===== src/rtl/mem_access_if.sv =====
// Data-bus port of the memory-access stage.
// Request/ready reads with a later RVALID; posted writes.
interface mem_access_if;
  logic        BUS_R_REQ;
  logic [31:0] BUS_R_ADDR;
  logic        BUS_R_READY;
  logic        BUS_R_RVALID;
  logic [31:0] BUS_R_RDATA;
  logic        BUS_W_REQ;
  logic [31:0] BUS_W_ADDR;
  logic [3:0]  BUS_W_STRB;
  logic [31:0] BUS_W_DATA;
  logic        BUS_W_READY;

  modport master (
    output BUS_R_REQ, BUS_R_ADDR,
    output BUS_W_REQ, BUS_W_ADDR,
    output BUS_W_STRB, BUS_W_DATA,
    input  BUS_R_READY, BUS_R_RVALID,
    input  BUS_R_RDATA, BUS_W_READY
  );

  modport slave (
    input  BUS_R_REQ, BUS_R_ADDR,
    input  BUS_W_REQ, BUS_W_ADDR,
    input  BUS_W_STRB, BUS_W_DATA,
    output BUS_R_READY, BUS_R_RVALID,
    output BUS_R_RDATA, BUS_W_READY
  );
endinterface


===== src/rtl/mem_access.sv =====
// Memory-access stage: issues loads/stores on the data bus,
// extends load data and registers the writeback result.
module mem_access (
  input  logic        CLK,
  input  logic        RST,
  input  logic [4:0]  REG_W_RD,
  input  logic [31:0] REG_W_DATA,
  input  logic        MEM_R_VALID,
  input  logic [4:0]  MEM_R_RD,
  input  logic [31:0] MEM_R_ADDR,
  input  logic [3:0]  MEM_R_STRB,
  input  logic        MEM_R_SIGNED,
  input  logic        MEM_W_VALID,
  input  logic [31:0] MEM_W_ADDR,
  input  logic [3:0]  MEM_W_STRB,
  input  logic [31:0] MEM_W_DATA,
  output logic        STALL,
  mem_access_if.master bus,
  output logic [4:0]  WB_RD,
  output logic [31:0] WB_DATA,
  output logic [4:0]  FWD_RD,
  output logic [31:0] FWD_V
);

  localparam logic [1:0] IDLE    = 2'd0;
  localparam logic [1:0] RD_REQ  = 2'd1;
  localparam logic [1:0] RD_WAIT = 2'd2;
  localparam logic [1:0] WR_REQ  = 2'd3;

  logic [1:0]  state;
  logic [31:0] r_addr;
  logic [31:0] w_addr;
  logic [3:0]  w_strb;
  logic [31:0] w_data;
  logic [3:0]  ld_strb;
  logic        ld_sgn;
  logic [4:0]  ld_rd;
  logic [4:0]  wb_rd;
  logic [31:0] wb_data;

  logic [1:0]  lane;
  logic [2:0]  pc;
  logic [31:0] sh;
  logic [31:0] ld_val;
  logic        is_byte;
  logic        is_half;

  always_comb begin
    lane = 2'd0;
    unique case (1'b1)
      ld_strb[0]:             lane = 2'd0;
      ld_strb[1:0] == 2'b10:  lane = 2'd1;
      ld_strb[2:0] == 3'b100: lane = 2'd2;
      ld_strb == 4'b1000:     lane = 2'd3;
      default:                lane = 2'd0;
    endcase
  end

  // A half in the top lane cannot fit, so it degrades to a byte.
  always_comb begin
    pc = {2'b0, ld_strb[0]} + {2'b0, ld_strb[1]}
       + {2'b0, ld_strb[2]} + {2'b0, ld_strb[3]};
    sh = bus.BUS_R_RDATA >> {lane, 3'b000};
    is_byte = (pc == 3'd1)
            || (pc == 3'd2 && lane == 2'd3);
    is_half = (pc == 3'd2) && (lane != 2'd3);
    ld_val = sh;
    if (is_byte)
      ld_val = {{24{ld_sgn & sh[7]}}, sh[7:0]};
    else if (is_half)
      ld_val = {{16{ld_sgn & sh[15]}}, sh[15:0]};
  end

  always_comb begin
    STALL = 1'b0;
    unique case (state)
      IDLE:    STALL = MEM_W_VALID | MEM_R_VALID;
      RD_REQ:  STALL = 1'b1;
      RD_WAIT: STALL = ~bus.BUS_R_RVALID;
      WR_REQ:  STALL = ~bus.BUS_W_READY;
      default: STALL = 1'b0;
    endcase
    if (RST)
      STALL = 1'b0;
  end

  always_ff @(posedge CLK) begin
    if (RST) begin
      state   <= IDLE;
      r_addr  <= '0;
      w_addr  <= '0;
      w_strb  <= '0;
      w_data  <= '0;
      ld_strb <= '0;
      ld_sgn  <= 1'b0;
      ld_rd   <= '0;
      wb_rd   <= '0;
      wb_data <= '0;
    end else begin
      wb_rd <= '0;
      unique case (state)
        IDLE: begin
          if (MEM_W_VALID) begin
            w_addr <= MEM_W_ADDR;
            w_strb <= MEM_W_STRB;
            w_data <= MEM_W_DATA;
            state  <= WR_REQ;
          end else if (MEM_R_VALID) begin
            r_addr  <= MEM_R_ADDR;
            ld_strb <= MEM_R_STRB;
            ld_sgn  <= MEM_R_SIGNED;
            ld_rd   <= MEM_R_RD;
            state   <= RD_REQ;
          end else begin
            wb_rd   <= REG_W_RD;
            wb_data <= REG_W_DATA;
          end
        end
        RD_REQ: begin
          if (bus.BUS_R_READY)
            state <= RD_WAIT;
        end
        RD_WAIT: begin
          if (bus.BUS_R_RVALID) begin
            wb_rd   <= ld_rd;
            wb_data <= ld_val;
            state   <= IDLE;
          end
        end
        WR_REQ: begin
          if (bus.BUS_W_READY)
            state <= IDLE;
        end
        default: state <= IDLE;
      endcase
    end
  end

  assign bus.BUS_R_REQ  = (state == RD_REQ);
  assign bus.BUS_R_ADDR = r_addr;
  assign bus.BUS_W_REQ  = (state == WR_REQ);
  assign bus.BUS_W_ADDR = w_addr;
  assign bus.BUS_W_STRB = w_strb;
  assign bus.BUS_W_DATA = w_data;

  assign WB_RD   = wb_rd;
  assign WB_DATA = wb_data;
  assign FWD_RD  = wb_rd;
  assign FWD_V   = wb_data;

endmodule


===== src/flat_wrapper.sv =====
// flat-port wrapper written by rule: the top's interface ports become plain ports
module mem_access_flat 
  (CLK, RST, REG_W_RD, REG_W_DATA, MEM_R_VALID, MEM_R_RD, MEM_R_ADDR, MEM_R_STRB, MEM_R_SIGNED, MEM_W_VALID, MEM_W_ADDR, MEM_W_STRB, MEM_W_DATA, STALL, WB_RD, WB_DATA, FWD_RD, FWD_V, bus_BUS_R_REQ, bus_BUS_R_ADDR, bus_BUS_W_REQ, bus_BUS_W_ADDR, bus_BUS_W_STRB, bus_BUS_W_DATA, bus_BUS_R_READY, bus_BUS_R_RVALID, bus_BUS_R_RDATA, bus_BUS_W_READY);
  mem_access_if bus_i ();
  input  logic CLK;
  input  logic RST;
  input  logic [4:0] REG_W_RD;
  input  logic [31:0] REG_W_DATA;
  input  logic MEM_R_VALID;
  input  logic [4:0] MEM_R_RD;
  input  logic [31:0] MEM_R_ADDR;
  input  logic [3:0] MEM_R_STRB;
  input  logic MEM_R_SIGNED;
  input  logic MEM_W_VALID;
  input  logic [31:0] MEM_W_ADDR;
  input  logic [3:0] MEM_W_STRB;
  input  logic [31:0] MEM_W_DATA;
  output logic STALL;
  output logic [4:0] WB_RD;
  output logic [31:0] WB_DATA;
  output logic [4:0] FWD_RD;
  output logic [31:0] FWD_V;
  output wire logic [$bits(bus_i.BUS_R_REQ)-1:0] bus_BUS_R_REQ;
  output wire logic [$bits(bus_i.BUS_R_ADDR)-1:0] bus_BUS_R_ADDR;
  output wire logic [$bits(bus_i.BUS_W_REQ)-1:0] bus_BUS_W_REQ;
  output wire logic [$bits(bus_i.BUS_W_ADDR)-1:0] bus_BUS_W_ADDR;
  output wire logic [$bits(bus_i.BUS_W_STRB)-1:0] bus_BUS_W_STRB;
  output wire logic [$bits(bus_i.BUS_W_DATA)-1:0] bus_BUS_W_DATA;
  input wire logic [$bits(bus_i.BUS_R_READY)-1:0] bus_BUS_R_READY;
  input wire logic [$bits(bus_i.BUS_R_RVALID)-1:0] bus_BUS_R_RVALID;
  input wire logic [$bits(bus_i.BUS_R_RDATA)-1:0] bus_BUS_R_RDATA;
  input wire logic [$bits(bus_i.BUS_W_READY)-1:0] bus_BUS_W_READY;
  assign bus_BUS_R_REQ = bus_i.BUS_R_REQ;
  assign bus_BUS_R_ADDR = bus_i.BUS_R_ADDR;
  assign bus_BUS_W_REQ = bus_i.BUS_W_REQ;
  assign bus_BUS_W_ADDR = bus_i.BUS_W_ADDR;
  assign bus_BUS_W_STRB = bus_i.BUS_W_STRB;
  assign bus_BUS_W_DATA = bus_i.BUS_W_DATA;
  assign bus_i.BUS_R_READY = bus_BUS_R_READY;
  assign bus_i.BUS_R_RVALID = bus_BUS_R_RVALID;
  assign bus_i.BUS_R_RDATA = bus_BUS_R_RDATA;
  assign bus_i.BUS_W_READY = bus_BUS_W_READY;
  mem_access u_core (.CLK(CLK), .RST(RST), .REG_W_RD(REG_W_RD), .REG_W_DATA(REG_W_DATA), .MEM_R_VALID(MEM_R_VALID), .MEM_R_RD(MEM_R_RD), .MEM_R_ADDR(MEM_R_ADDR), .MEM_R_STRB(MEM_R_STRB), .MEM_R_SIGNED(MEM_R_SIGNED), .MEM_W_VALID(MEM_W_VALID), .MEM_W_ADDR(MEM_W_ADDR), .MEM_W_STRB(MEM_W_STRB), .MEM_W_DATA(MEM_W_DATA), .STALL(STALL), .bus(bus_i), .WB_RD(WB_RD), .WB_DATA(WB_DATA), .FWD_RD(FWD_RD), .FWD_V(FWD_V));
endmodule

===== config.mk =====
export PLATFORM = sky130hd
export DESIGN_NAME = mem_access_flat
export DESIGN_NICKNAME = d
export VERILOG_FILES = /design/src/rtl/mem_access_if.sv /design/src/rtl/mem_access.sv /design/src/flat_wrapper.sv
export SDC_FILE = /design/constraint.sdc
export NUM_CORES = 1
export LEC_CHECK = 0
export CAP_MARGIN = 10
export CORE_UTILIZATION = 36
export CTS_CLUSTER_SIZE = 24
export DETAILED_ROUTE_END_ITERATION = 6
export GPL_TIMING_DRIVEN = 1
export PLACE_DENSITY = 0.78
export RECOVER_POWER = 50
export SYNTH_ARGS = -nofsm -noshare
export SYNTH_HDL_FRONTEND = slang
export SYNTH_SLANG_ARGS = --single-unit
export TNS_END_PERCENT = 5

===== constraint.sdc =====
create_clock -name CLK -period 2.5 [get_ports CLK]
set_clock_uncertainty 0.1 [all_clocks]
set_input_delay 0.625 -clock CLK [delete_from_list [all_inputs] [get_ports CLK]]
set_output_delay 0.625 -clock CLK [all_outputs]
set_load 0.005 [all_outputs]

==> results.yml, run 1 <==
status:
  violations: "negative setup slack"
  status: "finished, violations left"
floorplan:
  die_x_um: 140
  die_area_um2: 19500
  core-area_um2: 18300
  dieHeight_um: 140
  initial_core_util_pct: 37.3
  ioPinCount: 363
  row_count: 49
detailed_routing:
  drc: 0
  vias_per_cell: 5.23
  drt_iter0_drc: 390
  wl_um: 25500
  wl_per_cell_um: 18.1
  first_pass_iters: 5
  postRouteAntennaNets: 0
  num_vias: 7374
layout:
  multi_input_area_um2: 3390
  fillCellCount: 1549
  final_area_um2: 11300
  seq_area_um2: 2990
  fin_nets: 1359
  diodes: 0
  syn_to_final_growth_pct: 65.6
  drive_gt1_share_pct: 11.9
critical_path:
  cp.arrival_ns: 2.70
  worstPathMaxFanout: 8
  reg2reg_slack_ns: -0.01
  startpoint_type: "flip-flop"
  r2r_start: "u_core.ld_strb[1]"
  crit_type: "reg2reg"
  cp.required_ns: 2.69
  cp-endpoint: "u_core.FWD_V[16]"
  worstSetupStartpoint: "u_core.ld_strb[1]"
  regToRegEndpoint: "u_core.FWD_V[16]"
  endpoint_kind: "flip-flop"
  rr_worst_depth: 12
global_routing:
  grt_first_pass_wirelength_um: 39100
  groute.usage.overall_pct: 25.8
  grt_pass1_vias: 7338
  antenna_found_initial: 1
  grt_max_degree: 149
  grt_overflow_total: 0
synth:
  yosysMostFrequentCell: "nand2_1"
  yosys.area_share.simple_pct: 21.7
  synth.top_cell.area_share_pct: 43.7
  ys_warn_count: 0
  synthMuxAreaShare_pct: 0.917
  synth.cell_area_um2: 6820
  synth-xor-area-share_pct: 0.128
  yosysTopAreaCell: "dfxtp_1"
  avgSynthCellArea_um2: 8.03
  async_reset_ff_share_pct: 0
  ys_top_cells_by_area: "dfxtp_1, nand2_1, a21oi_1"
  synth_common_cells: "nand2_1, dfxtp_1, a21oi_1"
  synth_sequential_area_ratio_pct: 43.7
  syn_nets: 1041
  synth_compound_area_share_pct: 22.9
  synth_seq_cells: 149
  synth_edf_count: 0
  synthAdderAreaFrac_pct: 1.03
  ys.flop_type: "dfxtp_1"
  synthDistinctLibCells: 60
  synth_top_family_by_area: "compound AO/OA/AOI/OAI gates"
  synth_cells: 850
cts:
  cts_max_path_buffers: 2
  clock_latency_ns: 0.42
  htreeDepth: 4
  cts_made_buffers: 17
  cts_root_buf: "clkbuf_16"
  path_clk_slew_ns: 0.07
  cts_num_sinks: 149
  cts_tree: "yes"
sta:
  fin_tns_setup_ns: -0.0138
  setup_viol: 2
  holdWs_ns: 0.352
  worst_pin_slew_ns: 0.776
  setup_slack_ns: -0.0130
  rsz0062_at_grt: "yes"
  post-route-min-period_ns: 2.51
  drv_slew: 0
  hold_viol: 0
  fin_crit_sh_pct: 101
  relSlewSlack_pct: 48.3
  fmax_mhz: 398
placed_design:
  pre_cts_ws_ns: -0.422
  port_buffers: 362
  dpl-instance-area_um2: 10600
  gp_congestion: 0.842
  dpl.hpwl_um: 18600
power:
  p_leak_uw: 0.00410
  finalPower_uw: 6920
  ir_drop_mv: 0.463
  swShare_pct: 29.4
  powerDensity_nw_per_um2: 612
  seqPwrFrac_pct: 38.9
  p_clk_share_pct: 36.0
  combPwrFrac_pct: 25.2
  p_sw_uw: 2040
  intPower_uw: 4880
min_path:
  min-delay-start: "u_core.bus.BUS_R_ADDR[11]"
  min_path_type: "reg2reg"
job:
  max-cap-violations: 0
flip-flops by register name (all words and copies together), names as in the netlist:
register	cells
u_core.ld_strb	4
u_core.ld_rd	5
u_core.bus.BUS_W_ADDR	32
u_core.FWD_RD	5
u_core.bus.BUS_W_STRB	4
u_core.bus.BUS_W_DATA	32
u_core.state	2
u_core.bus.BUS_R_ADDR	32
u_core.ld_sgn	1
u_core.FWD_V	32
cell type report:
type / count / share of cell area, %
tap: 229 / 2.54
multi-input combinational: 584 / 30.0
sequential: 149 / 26.4
timing repair buffer: 408 / 35.7
inverter: 8 / 0.266
clock inverter: 14 / 1.20
clock buffer: 18 / 3.89
cells in the final DEF, fill, tap and decap left out, types with 6 or more instances in the layout:
| cell type | count |
|---|---|
| a22oi_1 | 14 |
| nand2_1 | 242 |
| a2111oi_2 | 13 |
| a311oi_1 | 6 |
| clkdlybuf4s50_1 | 318 |
| nand3_1 | 26 |
| dfxtp_1 | 146 |
| a21oi_1 | 112 |
| nor3_1 | 6 |
| o21ai_2 | 15 |
| buf_4 | 31 |
| a21o_1 | 8 |
| o21ai_0 | 11 |
| nor2_1 | 16 |
| or3_1 | 16 |
| clkbuf_16 | 17 |
| o21a_1 | 17 |
| nor3b_1 | 9 |
| dlygate4sd3_1 | 38 |
| o221ai_2 | 6 |
kinds of logic (layout without fill, tap and decap cells):
group | count (synthesis) | after routing
fa+ha+maj | 5 | 5
flops | 149 | 149
mux | 6 | 6
buf+inv | 117 | 448
xor+xnor | 1 | 1
compound gates | 233 | 233
simple gates | 339 | 339
worst max-delay path, stage by stage (launching register included):
cell and delay, ns:
dfxtp_2 0.33, inv_1 0.06, ha_4 0.26, inv_2 0.03, fa_2 0.32, inv_2 0.07
ha_4 0.21, nand4b_1 0.18, o32ai_4 0.14, buf_4 0.17, a32oi_2 0.22, buf_6 0.18
o221ai_1 0.11
power groups by stage:
stage | clock network, uW | logic [uW] | registers (uW)
after floorplan | 0 | 753 | 2730
after global placement | 0 | 1670 | 2730
after detailed placement | 0 | 1690 | 2740
after CTS | 2530 | 1730 | 2690
after global routing | 2640 | 1870 | 2710
final | 2490 | 1740 | 2690
stage by stage:
step | util, % | std cells
finish | 61.8 | 1410
detailed placement | 57.8 | 1375
CTS | 61.5 | 1410
global route | 61.8 | 1410
global placement | 57.8 | 1375
floorplan | - | 850
worst min-delay path by stage:
stage	endpoint	slack, ns	cells past startpoint
finish	u_core.bus.BUS_R_ADDR[11]	0.35	2
floorplan	u_core.ld_rd[0]	0.34	2
global route	u_core.bus.BUS_R_ADDR[22]	0.37	2
global placement	u_core.bus.BUS_R_ADDR[25]	0.34	2
CTS	u_core.bus.BUS_R_ADDR[16]	0.35	2
detailed placement	u_core.bus.BUS_R_ADDR[16]	0.35	2
timing repair:
item / in CTS / in global routing
resized for setup: 24 / 23
pin swaps: 7 / 4
buffers inserted: 3 / 0
endpoints found under the setup margin: 27 / 23
hold buffers: 0 / 0
gates cloned: 0 / 0
routing by layer:
layer | track usage [%] | up-vias | wire length, um
met2 | 44.1 | 355 | 12600
met4 | 12.5 | 2 | 983
li1 | - | 3540 | -
met1 | 28.9 | 3420 | 9780
met5 | 0 | - | 13
met3 | 8.47 | 57 | 2220
(Power assumes the default switching activity.)
==> run 2, diff against run 1 <==
CORE_AREA = 2 2 139 141   (was not set)
CORE_UTILIZATION = not set   (was 36)
CTS_BUF_LIST = sky130_fd_sc_hd__clkbuf_2 sky130_fd_sc_hd__clkbuf_4 sky130_fd_sc_hd__clkbuf_8   (was not set)
DIE_AREA = 0 0 141 143   (was not set)
PLACE_DENSITY = 0.79   (was 0.78)
==> run 2 against run 1 <==
Compared with the run above:
- the flow now finishes without violations
- clock power fell by 30%
- largest power group unchanged
- core utilization is 2.3 points lower
- maximum frequency up 0.89%
- critical endpoint is now u_core.FWD_V[24]
==> results.yml, run 2 (synthesis results as in run 1) <==
status:
  status: "completed"
placed_design:
  port_buffers: 362
  gp_congestion: 0.862
  dpl.hpwl_um: 18000
  dp.cells: 1380
  pre_cts_ws_ns: -0.397
floorplan:
  initial_core_util_pct: 36.7
  die_x_um: 141
  die_area_um2: 20200
  dieHeight_um: 143
  row_count: 50
  ioPinCount: 363
  core-area_um2: 18600
critical_path:
  cp.arrival_ns: 2.75
  cp_num_buf_inv: 4
  worstPathMaxFanout: 8
  path_cells: "inv_2 > ha_4 > inv_2 > fa_2 > nand4b_1 > o32ai_2 > buf_4 > a211oi_2 > buf_6 > a2111oi_4"
  cp.required_ns: 2.76
  cp_top_family: "adder cells"
  crit_type: "reg2reg"
  startpoint_type: "flip-flop"
  cpMostUsedCell: "inv_2"
  endpoint_kind: "flip-flop"
  slowest_delay_ns: 0.56
  slowest_stage: "fa_2"
detailed_routing:
  postRouteAntennaNets: 0
  drt_iter0_drc: 485
  wl_um: 24800
  vias_per_cell: 5.16
  num_vias: 7318
  first_pass_iters: 5
  wl_per_cell_um: 17.5
  drc: 0
min_path:
  min_path_type: "reg2reg"
sta:
  drv_slew: 0
  setup_slack_ns: 0.00930
  rsz0062_at_grt: "yes"
  setup_viol: 0
  fin_tns_setup_ns: 0
  post-route-min-period_ns: 2.49
  hold_viol: 0
  relSlewSlack_pct: 48.6
  fmax_mhz: 401
  fin_crit_sh_pct: 99.6
  holdWs_ns: 0.351
  worst_pin_slew_ns: 0.771
power:
  p_leak_uw: 0.00400
  finalPower_uw: 6150
  swShare_pct: 30.5
  p_sw_uw: 1870
  p_clk_share_pct: 28.3
  intPower_uw: 4270
  seqPwrFrac_pct: 43.6
  combPwrFrac_pct: 28.0
  ir_drop_mv: 0.313
  powerDensity_nw_per_um2: 556
global_routing:
  grt_max_degree: 149
  grt_pass1_vias: 6920
  grt_first_pass_wirelength_um: 37900
  grt_overflow_total: 0
  antenna_found_initial: 4
  groute.usage.overall_pct: 24.1
cts:
  cts_hold_buf: 0
  cts_root_buf: "clkbuf_8"
  path_clk_slew_ns: 0.09
  cts_tree: "yes"
  htreeDepth: 4
  cts_num_sinks: 149
  cts_made_buffers: 17
  clock_latency_ns: 0.45
  cts_max_path_buffers: 2
layout:
  layout_common_cells: "clkdlybuf4s50_1, nand2_1, dfxtp_1"
  fin_nets: 1361
  syn_to_final_growth_pct: 62.2
  layout_commonest_cell: "clkdlybuf4s50_1"
  fillCellCount: 1671
  fin_cells: 1418
  drive_gt1_share_pct: 11.6
job:
  max-cap-violations: 0
run 2: cell count changes in the layout (fill, tap and decap cells not counted), sizes merged:
cell / before / now
inv: 15 / 13
clkinv: 6 / 2
dlygate4sd3: 38 / 40
clkdlybuf4s50: 318 / 316
buf: 42 / 45
diode: 0 / 1
clkinvlp: 1 / 5
clkbuf: 23 / 24
run 2: power by group through the flow:
stage	logic, uW	registers [uW]	clock network [uW]
3_3_place_gp	1670	2730	0
4_1_cts	1740	2680	1800
5_1_grt	1860	2710	1900
3_5_place_dp	1690	2740	0
6_report	1720	2680	1740
2_1_floorplan	753	2730	0
run 2: worst register-to-register path, delay by kind of cell (launching register included):
kind            cells  cell delay, ns
simple gates        1            0.16
fa+ha+maj           2            0.82
buf+inv             4            0.43
compound gates      3            0.55
flops               1            0.34
run 2: layout make-up:
cell class              count  area (um^2)  share of cell area (%)
clock buffers              20          256                    2.32
well taps                 234          293                    2.65
multi-input cells         584         3340                    30.1
repair buffers            410         4060                    36.7
inverters                   8         30.0                   0.271
clock inverters            12         97.6                   0.882
flip-flops and latches    149         2990                    27.0
diodes                      1         2.50                  0.0226
run 2: path summary, 6_finish.rpt:
path              cells after the start  slack, ns                        end                      start
setup / recovery                     10      0.009           u_core.FWD_V[24]          u_core.ld_strb[0]
hold / removal                        2       0.35  u_core.bus.BUS_R_ADDR[20]  u_core.bus.BUS_R_ADDR[20]
setup reg to reg                     10      0.009           u_core.FWD_V[24]          u_core.ld_strb[0]
hold reg to reg                       2       0.35  u_core.bus.BUS_R_ADDR[20]  u_core.bus.BUS_R_ADDR[20]
run 2: repair_timing:
| item | CTS | global route |
|---|---|---|
| gates resized for setup | 30 | 8 |
| pin swaps | 5 | 6 |
| buffers inserted | 3 | 2 |
| setup endpoints to repair | 26 | 26 |
run 2: metrics by stage:
step | cell area [um^2] | util (%)
2_1_floorplan | 6850 | -
3_3_place_gp | 10600 | 56.9
3_5_place_dp | 10600 | 56.9
4_1_cts | 11100 | 59.5
5_1_grt | 11100 | 59.5
6_report | 11100 | 59.5
run 2: routing by layer:
| metal | track usage [%] | part of all wire, % | wire length [um] | vias up |
|---|---|---|---|---|
| met4 | 9.89 | 3.1 | 765 | 6 |
| met1 | 28.4 | 39 | 9680 | 3410 |
| met2 | 40.3 | 49 | 12300 | 314 |
| li1 | - | - | - | 3539 |
| met3 | 8.25 | 8.2 | 2030 | 49 |
| met5 | 0 | 0.18 | 44 | - |
